`config.mk`:
```
export PLATFORM = sky130hd
export DESIGN_NAME = bus_grant_arbiter
export DESIGN_NICKNAME = d
export VERILOG_FILES = /design/src/rtl/bus_grant_arbiter.sv
export SDC_FILE = /design/constraint.sdc
export NUM_CORES = 1
export LEC_CHECK = 0
export ABC_AREA = 1
export CAP_MARGIN = 20
export CORE_MARGIN = 5
export CORE_UTILIZATION = 56
export CTS_BUF_LIST = sky130_fd_sc_hd__clkbuf_4 sky130_fd_sc_hd__clkbuf_8
export DETAILED_ROUTE_END_ITERATION = 10
export GPL_TIMING_DRIVEN = 0
export PLACE_DENSITY = 0.91
export SYNTH_ARGS = -nofsm -noshare
export SYNTH_HDL_FRONTEND = slang
export SYNTH_SLANG_ARGS = --single-unit
export TNS_END_PERCENT = 1
```
`constraint.sdc`:
```
create_clock -name clk -period 5.9 [get_ports clk]
set_input_delay 0.59 -clock clk [delete_from_list [all_inputs] [get_ports clk]]
set_output_delay 0.59 -clock clk [all_outputs]
set_load 0.02 [all_outputs]
```
`src/rtl/bus_grant_arbiter.sv`:
```
`default_nettype none
// +--------------------------------------------------------------------------+
// | bus_grant_arbiter : round-robin owner arbiter for the shared 32-bit bus;  |
// | optional forced revoke after MAX_HOLD cycles when BUS_ARB_TIMEOUT_EN set. |
// | Revision: 1.0                                                             |
// +--------------------------------------------------------------------------+
module bus_grant_arbiter #(
  parameter int NUM_REQ  = 24,
  parameter int SEL_W    = 5
`ifdef BUS_ARB_TIMEOUT_EN
  ,
  parameter int MAX_HOLD = 15,
  parameter int HOLD_W   = 4
`endif
) (
  input  logic               clk,
  input  logic               clr,
  input  logic [NUM_REQ-1:0] i_req,
  input  logic               i_release,
  output logic [NUM_REQ-1:0] o_grant,
  output logic [SEL_W-1:0]   o_select_signal,
  output logic               o_bus_busy,
  output logic               o_timeout_flag
);

  localparam int c_IDX_W = (NUM_REQ > 1) ? $clog2(NUM_REQ) : 1;
  localparam logic [c_IDX_W-1:0] c_LAST_IDX = c_IDX_W'(NUM_REQ - 1);

  localparam logic [0:0] S_IDLE  = 1'b0;
  localparam logic [0:0] S_GRANT = 1'b1;

  logic [0:0]         r_state;
  logic [c_IDX_W-1:0] r_owner;
  logic [c_IDX_W-1:0] r_rr_ptr;
  logic [NUM_REQ-1:0] r_grant;
  logic [SEL_W-1:0]   r_sel;
  logic               r_busy;

  logic               w_owner_req;
  logic               w_end;
  logic               w_timeout;
  logic               w_drop;
  logic [c_IDX_W-1:0] w_next_ptr;
  logic [c_IDX_W-1:0] w_base;
  logic [NUM_REQ-1:0] w_req_m;
  logic               w_found;
  logic [c_IDX_W-1:0] w_win;

  // r_grant is one-hot on the owner, so this picks out req[owner] without a wide index
  assign w_owner_req = |(i_req & r_grant);
  assign w_end       = (r_state == S_GRANT) && (i_release || !w_owner_req);
  assign w_drop      = w_end || w_timeout;
  assign w_next_ptr  = (r_owner == c_LAST_IDX) ? '0 : r_owner + c_IDX_W'(1);

  // While granted, re-arbitrate from the post-release pointer with the owner masked out
  assign w_base  = (r_state == S_GRANT) ? w_next_ptr : r_rr_ptr;
  assign w_req_m = i_req & ~r_grant;

  always_comb begin : p_scan
    int idx;
    w_found = 1'b0;
    w_win   = '0;
    idx     = 0;
    for (int k = 0; k < NUM_REQ; k++) begin
      idx = int'(w_base) + k;
      if (idx >= NUM_REQ) idx = idx - NUM_REQ;
      if (!w_found && w_req_m[idx]) begin
        w_found = 1'b1;
        w_win   = c_IDX_W'(idx);
      end
    end
  end

`ifdef BUS_ARB_TIMEOUT_EN
  logic [HOLD_W-1:0] r_hold;
  logic              r_timeout;

  assign w_timeout = (r_state == S_GRANT) && !w_end &&
                     (r_hold == HOLD_W'(MAX_HOLD - 1));

  always_ff @(posedge clk or posedge clr) begin
    if (clr) begin
      r_hold    <= '0;
      r_timeout <= 1'b0;
    end else begin
      r_timeout <= w_timeout;
      if ((r_state == S_IDLE) || w_drop) begin
        r_hold <= '0;
      end else begin
        r_hold <= r_hold + HOLD_W'(1);
      end
    end
  end

  assign o_timeout_flag = r_timeout;
`else
  assign w_timeout      = 1'b0;
  assign o_timeout_flag = 1'b0;
`endif

  always_ff @(posedge clk or posedge clr) begin
    if (clr) begin
      r_state  <= S_IDLE;
      r_owner  <= '0;
      r_rr_ptr <= '0;
      r_grant  <= '0;
      r_sel    <= '0;
      r_busy   <= 1'b0;
    end else begin
      case (r_state)
        S_IDLE: begin
          if (w_found) begin
            r_state <= S_GRANT;
            r_owner <= w_win;
            r_grant <= NUM_REQ'(1) << w_win;
            r_sel   <= SEL_W'(w_win) + SEL_W'(1);
            r_busy  <= 1'b1;
          end
        end
        S_GRANT: begin
          if (w_drop) begin
            r_rr_ptr <= w_next_ptr;
            if (w_found) begin
              r_owner <= w_win;
              r_grant <= NUM_REQ'(1) << w_win;
              r_sel   <= SEL_W'(w_win) + SEL_W'(1);
            end else begin
              r_state <= S_IDLE;
              r_grant <= '0;
              r_sel   <= '0;
              r_busy  <= 1'b0;
            end
          end
        end
        default: begin
          r_state <= S_IDLE;
          r_grant <= '0;
          r_sel   <= '0;
          r_busy  <= 1'b0;
        end
      endcase
    end
  end

  assign o_grant         = r_grant;
  assign o_select_signal = r_sel;
  assign o_bus_busy      = r_busy;

endmodule
`default_nettype wire
```
==> results.yml, run 1 <==
place:
  place.port_buffers: 56
  placed_wire_length_estimate_mm: 21.2
  gpl.final_weighted_congestion: 1.10
  pre_cts_ws_ns: -1.03
layout:
  fill_cells: 1159
  post-route-util: 0.705
  area.growth.synth_to_final_pct: 24.8
  post_route_cells_drive_above_1_share: 0.195
  number_of_antenna_cells_inserted: 0
  nets: 1460
synth:
  synth_largest_area_cell: "sky130_fd_sc_hd__nand2_1"
  postSynthNetCount: 1338
  netlist_top_cells_area: "sky130_fd_sc_hd__nand2_1, sky130_fd_sc_hd__dfrtp_1, sky130_fd_sc_hd__nand3_1"
  mean_cell_area_of_the_mapped_netlist_um2: 5.88
  synth_cell_type_count: 64
  synthXorXnorAreaFrac: 0.0361
  synth_area_um2: 7420
  synth_simple_gate_area_share: 0.471
  synth_enable_flop_cells: 0
  synth_top_family_by_area: "simple AND/OR/NAND/NOR gates"
  share_of_the_synthesized_area_in_compound_gates_ao_oa_aoi_oai: 0.140
  yosys.cell_count.top_type: "sky130_fd_sc_hd__nand2_1"
  synth_largest_type_area_fraction: 0.196
  ys_dominant_reg_cell: "sky130_fd_sc_hd__dfrtp_1"
  synth_commonest_cells: "sky130_fd_sc_hd__nand2_1, sky130_fd_sc_hd__inv_1, sky130_fd_sc_hd__nand3_1"
  synth_seq_area_share: 0.138
  post_synth_inst_count: 1262
  synth-seq-cells: 41
  muxShareOfSynthArea: 0.00135
  ys.warnings.count: 0
  async_reset_ff_frac: 1.00
  synth_fa_ha_area_frac: 0.0827
worst_setup_path:
  critical_path_arrival_ns: 6.03
  cp-end-kind: "register"
  crit_path_max_incr_delay_ns: 0.45
  crit_path_top_delay_cell: "sky130_fd_sc_hd__dfrtp_2"
  r2r_slack_ns: 0.05
  critPathMostFrequentCell: "sky130_fd_sc_hd__nand4_4"
  timing.critical_path.fanout_max: 10
  path_type_of_the_worst_setup_path: "register to register"
  crit_start_category: "register"
  worstPathRequired_ns: 6.09
detailed_routing:
  initialDrtViolationCount: 1001
  avgViaCountPerCell: 5.88
  totalWireLength_mm: 28.6
  detailedRoute.firstPassIterationCount: 6
  detail_route.wl_per_cell_um: 18.3
  dr_total_vias: 9174
  route.antenna.remaining_nets: 0
  remaining_drc_errors: 0
sta:
  timing.final.hold_violations: 0
  timing.final.crit_share: 0.991
  slew-limit-headroom: 0.422
  max_slew.worst_pin.slew_ns: 0.856
  post-route-worst-setup-slack_ns: 0.0534
  timing.final.max_slew_violations: 0
  clock_skew_ns: 0.00905
  timing.fmax_ghz: 0.171
  setup_viol: 0
  fin_crit_ns: 5.85
flow_run:
  timing.max_cap.violations: 0
floorplan:
  dieArea_um2: 15600
  rows: 42
  ports_placed_on_the_boundary: 58
  floorplan.die.width_um: 125
  floorplan.die.height_um: 125
  core_region_area_um2: 13100
  initial_utilization: 0.564
cts:
  clock_insertion_delay_worst_skew_ns: 0.30
  clk_pin_slew_ns: 0.08
  ctsRootBufferMaster: "sky130_fd_sc_hd__clkbuf_8"
  cts_sinks: 41
  number_of_buffers_created_by_cts: 5
  tritoncts: "done"
  cts_buffer_depth: 2
  clock_tree.htree_level_count: 2
global_route:
  grt_pass1_wl_mm: 41.9
  initial_antenna_violation_count: 0
  grt_pass1_vias: 8139
  grt_max_degree: 42
  global_route.overflow_total: 0
  grt.total_usage: 0.332
worst_hold_path:
  hold_path.class: "register to register"
run_status:
  run_status: "finished clean"
## layout make-up
class	count	area, um^2	share of cell area
multi-input combinational	993	5820	0.629
buffer	29	313	0.0338
sequential	41	1030	0.111
clock inverter	2	35.0	0.00378
clock buffer	5	68.8	0.00743
tap	176	220	0.0238
inverter	197	754	0.0815
timing repair buffer	117	1020	0.110
## routing by layer
metal,wire (um),share of wire,global-route usage
met5,0,0,0
met4,2310,0.081,0.217
met3,2970,0.10,0.0448
met2,12800,0.45,0.544
met1,10600,0.37,0.407
## per-stage QoR
stage	instances	instance area [um^2]	setup TNS [ns]	hold WS, ns
6_report	1560	9260	0	0.490
5_1_grt	1560	9260	-2.77	0.530
4_1_cts	1510	8610	0	0.493
3_5_place_dp	1494	8200	-29.33	0.474
3_3_place_gp	1494	8200	-27.31	0.468
2_1_floorplan	1262	7420	0	0.453
## final timing paths
kind | start | to | cells past startpoint
min reg2reg | r_rr_ptr[4]$_DFFE_PP0P_ | r_rr_ptr[4]$_DFFE_PP0P_ | 2
max reg2reg | r_owner[0]$_DFFE_PP0P_ | o_select_signal[2]$_DFFE_PP0P_ | 35
max | r_owner[0]$_DFFE_PP0P_ | o_select_signal[2]$_DFFE_PP0P_ | 35
min in group asynchronous | clr | r_state$_DFF_PP0_ | 2
max in group asynchronous | clr | r_owner[0]$_DFFE_PP0P_ | 2
min | r_rr_ptr[4]$_DFFE_PP0P_ | r_rr_ptr[4]$_DFFE_PP0P_ | 2
## state kept, by name, summed over array words and instances, names as in the netlist
| name | flops |
|---|---|
| r_rr_ptr | 5 |
| r_state | 1 |
| o_bus_busy | 1 |
| o_select_signal | 5 |
| r_owner | 5 |
| o_grant | 24 |
## timing repair
action | CTS | global route
pin swaps | 11 | 41
hold endpoints to repair | 0 | 0
setup endpoints to repair | 36 | 34
setup buffers | 11 | 50
hold buffers | 0 | 0
resized for setup | 59 | 86
## placed cells by master (no fill, tap or decap), drive strengths merged, types with 11 or more instances in the layout
cell / count
nand3: 159
buf: 84
dfrtp: 41
xor2: 21
a21oi: 20
inv: 194
o21ai: 95
nor2: 118
clkbuf: 11
nand4: 28
clkdlybuf4s50: 56
nand2: 418
ha: 49
## critical path, delay by kind of cell (launching register included)
family | cells | cell delay [ns]
fa+ha+maj | 4 | 0.83
flops | 1 | 0.45
simple gates | 22 | 2.91
compound gates | 3 | 0.69
buf+inv | 6 | 0.82
## cell families (layout without fill, tap and decap cells)
family	Yosys count	after routing
xor gates and xnor gates	25	25
muxes	1	1
and+or+nand+nor	747	747
buffers and inverters	228	350
AOI/OAI and AO/OA	170	170
other	1	1
DFF	41	41
adders and majority gates	49	49
Power of run 1 is not shown: default switching activity piles up to over one toggle a cycle in this logic, so the estimate is an artifact.
==> inputs of run 2 (changes only) <==
--- a/config.mk
+++ b/config.mk
@@ -11,7 +11,6 @@
 export CORE_UTILIZATION = 56
 export CTS_BUF_LIST = sky130_fd_sc_hd__clkbuf_4 sky130_fd_sc_hd__clkbuf_8
 export DETAILED_ROUTE_END_ITERATION = 10
-export GPL_TIMING_DRIVEN = 0
 export PLACE_DENSITY = 0.91
 export SYNTH_ARGS = -nofsm -noshare
 export SYNTH_HDL_FRONTEND = slang
==> run 2 against run 1 <==
  * Sequential share of layout area grew 0.068 points
  * Worst setup slack improved by 0.15 ns
  * Critical path depth is 2 higher
  * Die area unchanged
  * Critical path type unchanged
==> results.yml, run 2 (synthesis results as in run 1) <==
cts:
  cts_sinks: 41
  postCtsHoldBufs: 0
  clock_tree.htree_level_count: 2
  tritoncts: "done"
  number_of_buffers_created_by_cts: 5
  cts_buffer_depth: 2
  ctsRootBufferMaster: "sky130_fd_sc_hd__clkbuf_8"
  clock_insertion_delay_worst_skew_ns: 0.31
  clk_pin_slew_ns: 0.08
worst_setup_path:
  crit_start_category: "register"
  worstPathRequired_ns: 6.10
  crit_path_max_incr_delay_ns: 0.45
  timing.critical_path.fanout_max: 10
  critical_path_buf_inv_count: 9
  cp-end-kind: "register"
  crit_path_top_delay_cell: "sky130_fd_sc_hd__dfrtp_2"
  critPathMostFrequentCell: "sky130_fd_sc_hd__nand4_4"
  worst_path_dominant_cell_family: "simple AND/OR/NAND/NOR gates"
  path_type_of_the_worst_setup_path: "register to register"
  critical_path_arrival_ns: 5.90
place:
  pre_cts_ws_ns: -0.0448
  placed_wire_length_estimate_mm: 21.1
  place.port_buffers: 56
  gpl.final_weighted_congestion: 1.15
flow_run:
  timing.max_cap.violations: 0
run_status:
  run_status: "finished clean"
worst_hold_path:
  hold_path.class: "register to register"
sta:
  clock_skew_ns: 0.0147
  post-route-worst-setup-slack_ns: 0.198
  timing.final.max_slew_violations: 0
  timing.final.crit_share: 0.966
  max_slew.worst_pin.slew_ns: 0.655
  timing.final.hold_violations: 0
  setup_viol: 0
  timing.fmax_ghz: 0.175
  slew-limit-headroom: 0.558
  fin_tns_setup_ns: 0
  fin_crit_ns: 5.70
detailed_routing:
  detailedRoute.firstPassIterationCount: 8
  totalWireLength_mm: 28.2
  detail_route.wl_per_cell_um: 18.0
  avgViaCountPerCell: 5.95
  route.antenna.remaining_nets: 0
  initialDrtViolationCount: 1159
  remaining_drc_errors: 0
  dr_total_vias: 9334
floorplan:
  floorplan.die.height_um: 125
  ports_placed_on_the_boundary: 58
  floorplan.die.width_um: 125
  rows: 42
  dieArea_um2: 15600
  initial_utilization: 0.564
  core_region_area_um2: 13100
global_route:
  grt_max_degree: 42
  grt_pass1_wl_mm: 42.1
  grt.total_usage: 0.328
  grt_pass1_vias: 8274
  global_route.overflow_total: 0
  initial_antenna_violation_count: 0
layout:
  flip_flop_count_of_the_largest_register_all_copies_and_words_added: 24
  nets: 1467
  post_route_cells_drive_above_1_share: 0.191
  area.growth.synth_to_final_pct: 24.4
  most_common_cell_after_layout_fill_and_taps_aside: "sky130_fd_sc_hd__nand2_1"
  number_of_antenna_cells_inserted: 0
  mostFrequentLayoutCells: "sky130_fd_sc_hd__nand2_1, sky130_fd_sc_hd__inv_1, sky130_fd_sc_hd__nand3_1"
-- run 2: cell types whose count changed in the layout (fill, tap and decap cells not counted), moves of 4 or more --
cell / previous run / this run
sky130_fd_sc_hd__buf_6: 11 / 1
sky130_fd_sc_hd__nand3_2: 14 / 10
sky130_fd_sc_hd__clkinvlp_4: 2 / 7
sky130_fd_sc_hd__nand2_2: 34 / 38
sky130_fd_sc_hd__buf_4: 64 / 89
sky130_fd_sc_hd__nand2_4: 15 / 3
sky130_fd_sc_hd__o21ai_0: 47 / 52
sky130_fd_sc_hd__o21ai_1: 31 / 25
sky130_fd_sc_hd__nor2_2: 13 / 8
sky130_fd_sc_hd__nand2_1: 368 / 375
-- run 2: metal layers --
metal	share of wire	up-vias	GRT usage
li1	-	4323	-
met1	0.37	4176	0.420
met2	0.45	670	0.536
met3	0.12	165	0.0507
met4	0.073	0	0.171
met5	0	-	0
-- run 2: path summary, 6_finish.rpt --
kind | startpoint | end | slack [ns] | depth (start not counted)
min reg2reg | o_select_signal[0]$_DFFE_PP0P_ | o_select_signal[0]$_DFFE_PP0P_ | 0.49 | 2
min | o_select_signal[0]$_DFFE_PP0P_ | o_select_signal[0]$_DFFE_PP0P_ | 0.49 | 2
max | r_owner[1]$_DFFE_PP0P_ | o_grant[21]$_DFFE_PP0P_ | 0.20 | 37
min in group asynchronous | clr | r_owner[3]$_DFFE_PP0P_ | 0.71 | 3
max reg2reg | r_owner[1]$_DFFE_PP0P_ | o_grant[21]$_DFFE_PP0P_ | 0.20 | 37
max in group asynchronous | clr | r_owner[0]$_DFFE_PP0P_ | 4.81 | 3
-- run 2: layout make-up --
cell class                      instances  area [um^2]
Clock buffer                            5         68.8
Timing Repair Buffer                  151         1350
Sequential cell                        41         1030
Fill cell                            1096         3920
Tap cell                              176          220
Clock inverter                          3         65.1
Timing Repair inverter                  2         15.0
Multi-Input combinational cell        993         5710
Inverter                              197          761
-- run 2: tightest hold or removal path: cells and delay by family (launching register included) --
family / cells / cell delay, ns
flops: 1 / 0.35
simple gates: 2 / 0.12
-- run 2: what timing repair did --
item,CTS,global route
gates resized for setup,3,89
cloned,0,4
setup buffers,0,36
setup endpoints to repair,16,35
pin swaps,1,21
-- run 2: per-stage QoR --
| stage | cell area, um^2 | utilization | hold WS [ns] | std cells |
|---|---|---|---|---|
| 2_1_floorplan | 7420 | - | 0.453 | 1262 |
| 3_3_place_gp | 8400 | 0.640 | 0.463 | 1520 |
| 3_5_place_dp | 8400 | 0.640 | 0.469 | 1520 |
| 4_1_cts | 8540 | 0.650 | 0.498 | 1528 |
| 5_1_grt | 9220 | 0.702 | 0.537 | 1568 |
| 6_report | 9220 | 0.702 | 0.494 | 1568 |
Power of run 2 is left out for the same reason.
==> inputs of run 3 (changes only) <==
--- a/config.mk
+++ b/config.mk
@@ -7,7 +7,7 @@
 export LEC_CHECK = 0
 export ABC_AREA = 1
 export CAP_MARGIN = 20
-export CORE_MARGIN = 5
+export CORE_MARGIN = 4
 export CORE_UTILIZATION = 56
 export CTS_BUF_LIST = sky130_fd_sc_hd__clkbuf_4 sky130_fd_sc_hd__clkbuf_8
 export DETAILED_ROUTE_END_ITERATION = 10
==> run 3 against run 2 <==
  * Clock skew decreased by 0.010 ns
  * Routed wire length decreased by 11%
  * Worst setup slack improved by 0.022 ns
  * Cell area decreased by 6.2%
  * Sequential share of layout area increased by 0.74 points
  * Core utilization decreased by 2.5 points
  * Critical path depth decreased by 4
  * Hold slack got worse by 0.0079 ns
  * Sequential cell count unchanged
  * Register-to-register slack improved by 0.02 ns
  * Non-clock buffer count decreased by 37
  * Die area decreased by 3.2%
==> results.yml, run 3 (synthesis results as in run 1) <==
worst_setup_path:
  r2r_slack_ns: 0.22
  reg2reg_path_depth: 33
  critical_path.reg2reg.startpoint: "r_owner[0]$_DFFE_PP0P_"
  worstPathRequired_ns: 6.09
  critPathMostFrequentCell: "sky130_fd_sc_hd__nand4_4"
  path_type_of_the_worst_setup_path: "register to register"
  startpoint: "r_owner[0]$_DFFE_PP0P_"
  cp-end-kind: "register"
  timing.critical_path.fanout_max: 14
  crit_path_max_incr_delay_ns: 0.45
  crit_path_end: "o_select_signal[2]$_DFFE_PP0P_"
  worst_flop_to_flop_path_endpoint: "o_select_signal[2]$_DFFE_PP0P_"
  crit_path_top_delay_cell: "sky130_fd_sc_hd__dfrtp_2"
  critical_path_arrival_ns: 5.87
  crit_start_category: "register"
cts:
  clk_pin_slew_ns: 0.07
  cts_sinks: 41
  clock_insertion_delay_worst_skew_ns: 0.30
  clock_tree.htree_level_count: 2
  tritoncts: "done"
  number_of_buffers_created_by_cts: 5
  ctsRootBufferMaster: "sky130_fd_sc_hd__clkbuf_8"
  postCtsHoldBufs: 0
  cts_buffer_depth: 2
place:
  place.port_buffers: 56
  post_place_instance_area_um2: 8270
  gpl.final_weighted_congestion: 1.23
  placed_wire_length_estimate_mm: 19.7
  pre_cts_ws_ns: -0.0138
layout:
  design_area_um2: 8650
  post_route_cells_drive_above_1_share: 0.145
  flip_flop_count_of_the_largest_register_all_copies_and_words_added: 24
  nets: 1428
  number_of_antenna_cells_inserted: 0
  post-route-util: 0.677
  most_common_cell_after_layout_fill_and_taps_aside: "sky130_fd_sc_hd__nand2_1"
  mostFrequentLayoutCells: "sky130_fd_sc_hd__nand2_1, sky130_fd_sc_hd__inv_1, sky130_fd_sc_hd__nand3_1"
  area.growth.synth_to_final_pct: 16.7
global_route:
  grt_pass1_vias: 8020
  initial_antenna_violation_count: 1
  grt_max_degree: 42
  grt.total_usage: 0.322
  grt.met2_usage: 0.498
  grt_use_met3: 0.0435
  gr-max-usage-layer: "met2"
  grt_pass1_wl_mm: 39.0
  grt_use_met1: 0.416
  global_route.overflow_total: 0
sta:
  post-route-worst-setup-slack_ns: 0.221
  timing.fmax_ghz: 0.176
  timing.final.max_slew_violations: 0
  max_slew.worst_pin.slew_ns: 0.730
  fin_crit_ns: 5.68
  setup_viol: 0
  timing.final.crit_share: 0.963
  timing.final.hold_violations: 0
  clock_skew_ns: 0.00437
  slew-limit-headroom: 0.508
detailed_routing:
  dr_total_vias: 8959
  route.antenna.remaining_nets: 0
  remaining_drc_errors: 0
  totalWireLength_mm: 25.0
  detailedRoute.firstPassIterationCount: 9
  detail_route.wl_per_cell_um: 16.4
  avgViaCountPerCell: 5.88
  initialDrtViolationCount: 1114
floorplan:
  initial_utilization: 0.581
  dieArea_um2: 15100
  floorplan.die.height_um: 123
  floorplan.die.width_um: 123
  rows: 41
  core_region_area_um2: 12800
  ports_placed_on_the_boundary: 58
worst_hold_path:
  hold_path.class: "register to register"
flow_run:
  timing.max_cap.violations: 0
run_status:
  run_status: "finished clean"
[run 3: cell count changes in the layout (fill, tap and decap cells not counted), sizes merged]
cell          previous run  this run
bufinv                   2         0
buf                     93        57
inv                    189       193
dlymetal6s2s             0         1
clkinv                   4         2
clkinvlp                 7         2
[run 3: final cells by class]
type	instances	area (um^2)
flip-flops and latches	41	1030
repair buffers	114	1000
multi-input cells	993	5570
well taps	172	215
inverters	197	748
clock buffers	7	90.1
fillers	1047	4120
[run 3: how the worst min path moves through the flow]
| stage | start | end | slack, ns | depth (start not counted) |
|---|---|---|---|---|
| 2_1_floorplan | r_rr_ptr[1]$_DFFE_PP0P_ | r_rr_ptr[1]$_DFFE_PP0P_ | 0.45 | 2 |
| 6_report | o_select_signal[0]$_DFFE_PP0P_ | o_select_signal[0]$_DFFE_PP0P_ | 0.49 | 2 |
| 3_3_place_gp | o_select_signal[0]$_DFFE_PP0P_ | o_select_signal[0]$_DFFE_PP0P_ | 0.47 | 2 |
| 4_1_cts | o_select_signal[0]$_DFFE_PP0P_ | o_select_signal[0]$_DFFE_PP0P_ | 0.48 | 2 |
| 5_1_grt | r_rr_ptr[1]$_DFFE_PP0P_ | r_rr_ptr[1]$_DFFE_PP0P_ | 0.51 | 2 |
| 3_5_place_dp | o_select_signal[0]$_DFFE_PP0P_ | o_select_signal[0]$_DFFE_PP0P_ | 0.46 | 2 |
[run 3: repair_timing]
| item | CTS | global route |
|---|---|---|
| buffers inserted | 0 | 18 |
| gates resized for setup | 1 | 41 |
| pin swaps | 0 | 11 |
| endpoints found under the setup margin | 1 | 33 |
[run 3: worst max-delay path, delay by kind of cell, from the launching register on]
| family | cells | cell delay [ns] |
|---|---|---|
| AOI/OAI and AO/OA | 6 | 1.02 |
| xor gates and xnor gates | 1 | 0.21 |
| adders and majority gates | 4 | 0.82 |
| buffers and inverters | 6 | 0.82 |
| DFF | 1 | 0.45 |
| and+or+nand+nor | 16 | 2.24 |
[run 3: metal layers]
layer | wire, um | part of all wire
met2 | 10700 | 0.43
met4 | 1890 | 0.076
met1 | 9650 | 0.39
met5 | 0 | 0
met3 | 2680 | 0.11
[run 3: metrics by stage]
stage / TNS, ns / cells / hold slack [ns]
finish: 0 / 1524 / 0.486
global route: -0.713 / 1524 / 0.515
CTS: 0 / 1506 / 0.484
detailed placement: -0.0138 / 1499 / 0.463
global placement: 0 / 1499 / 0.466
floorplan: 0 / 1262 / 0.453
Power of run 3 is left out for the same reason.
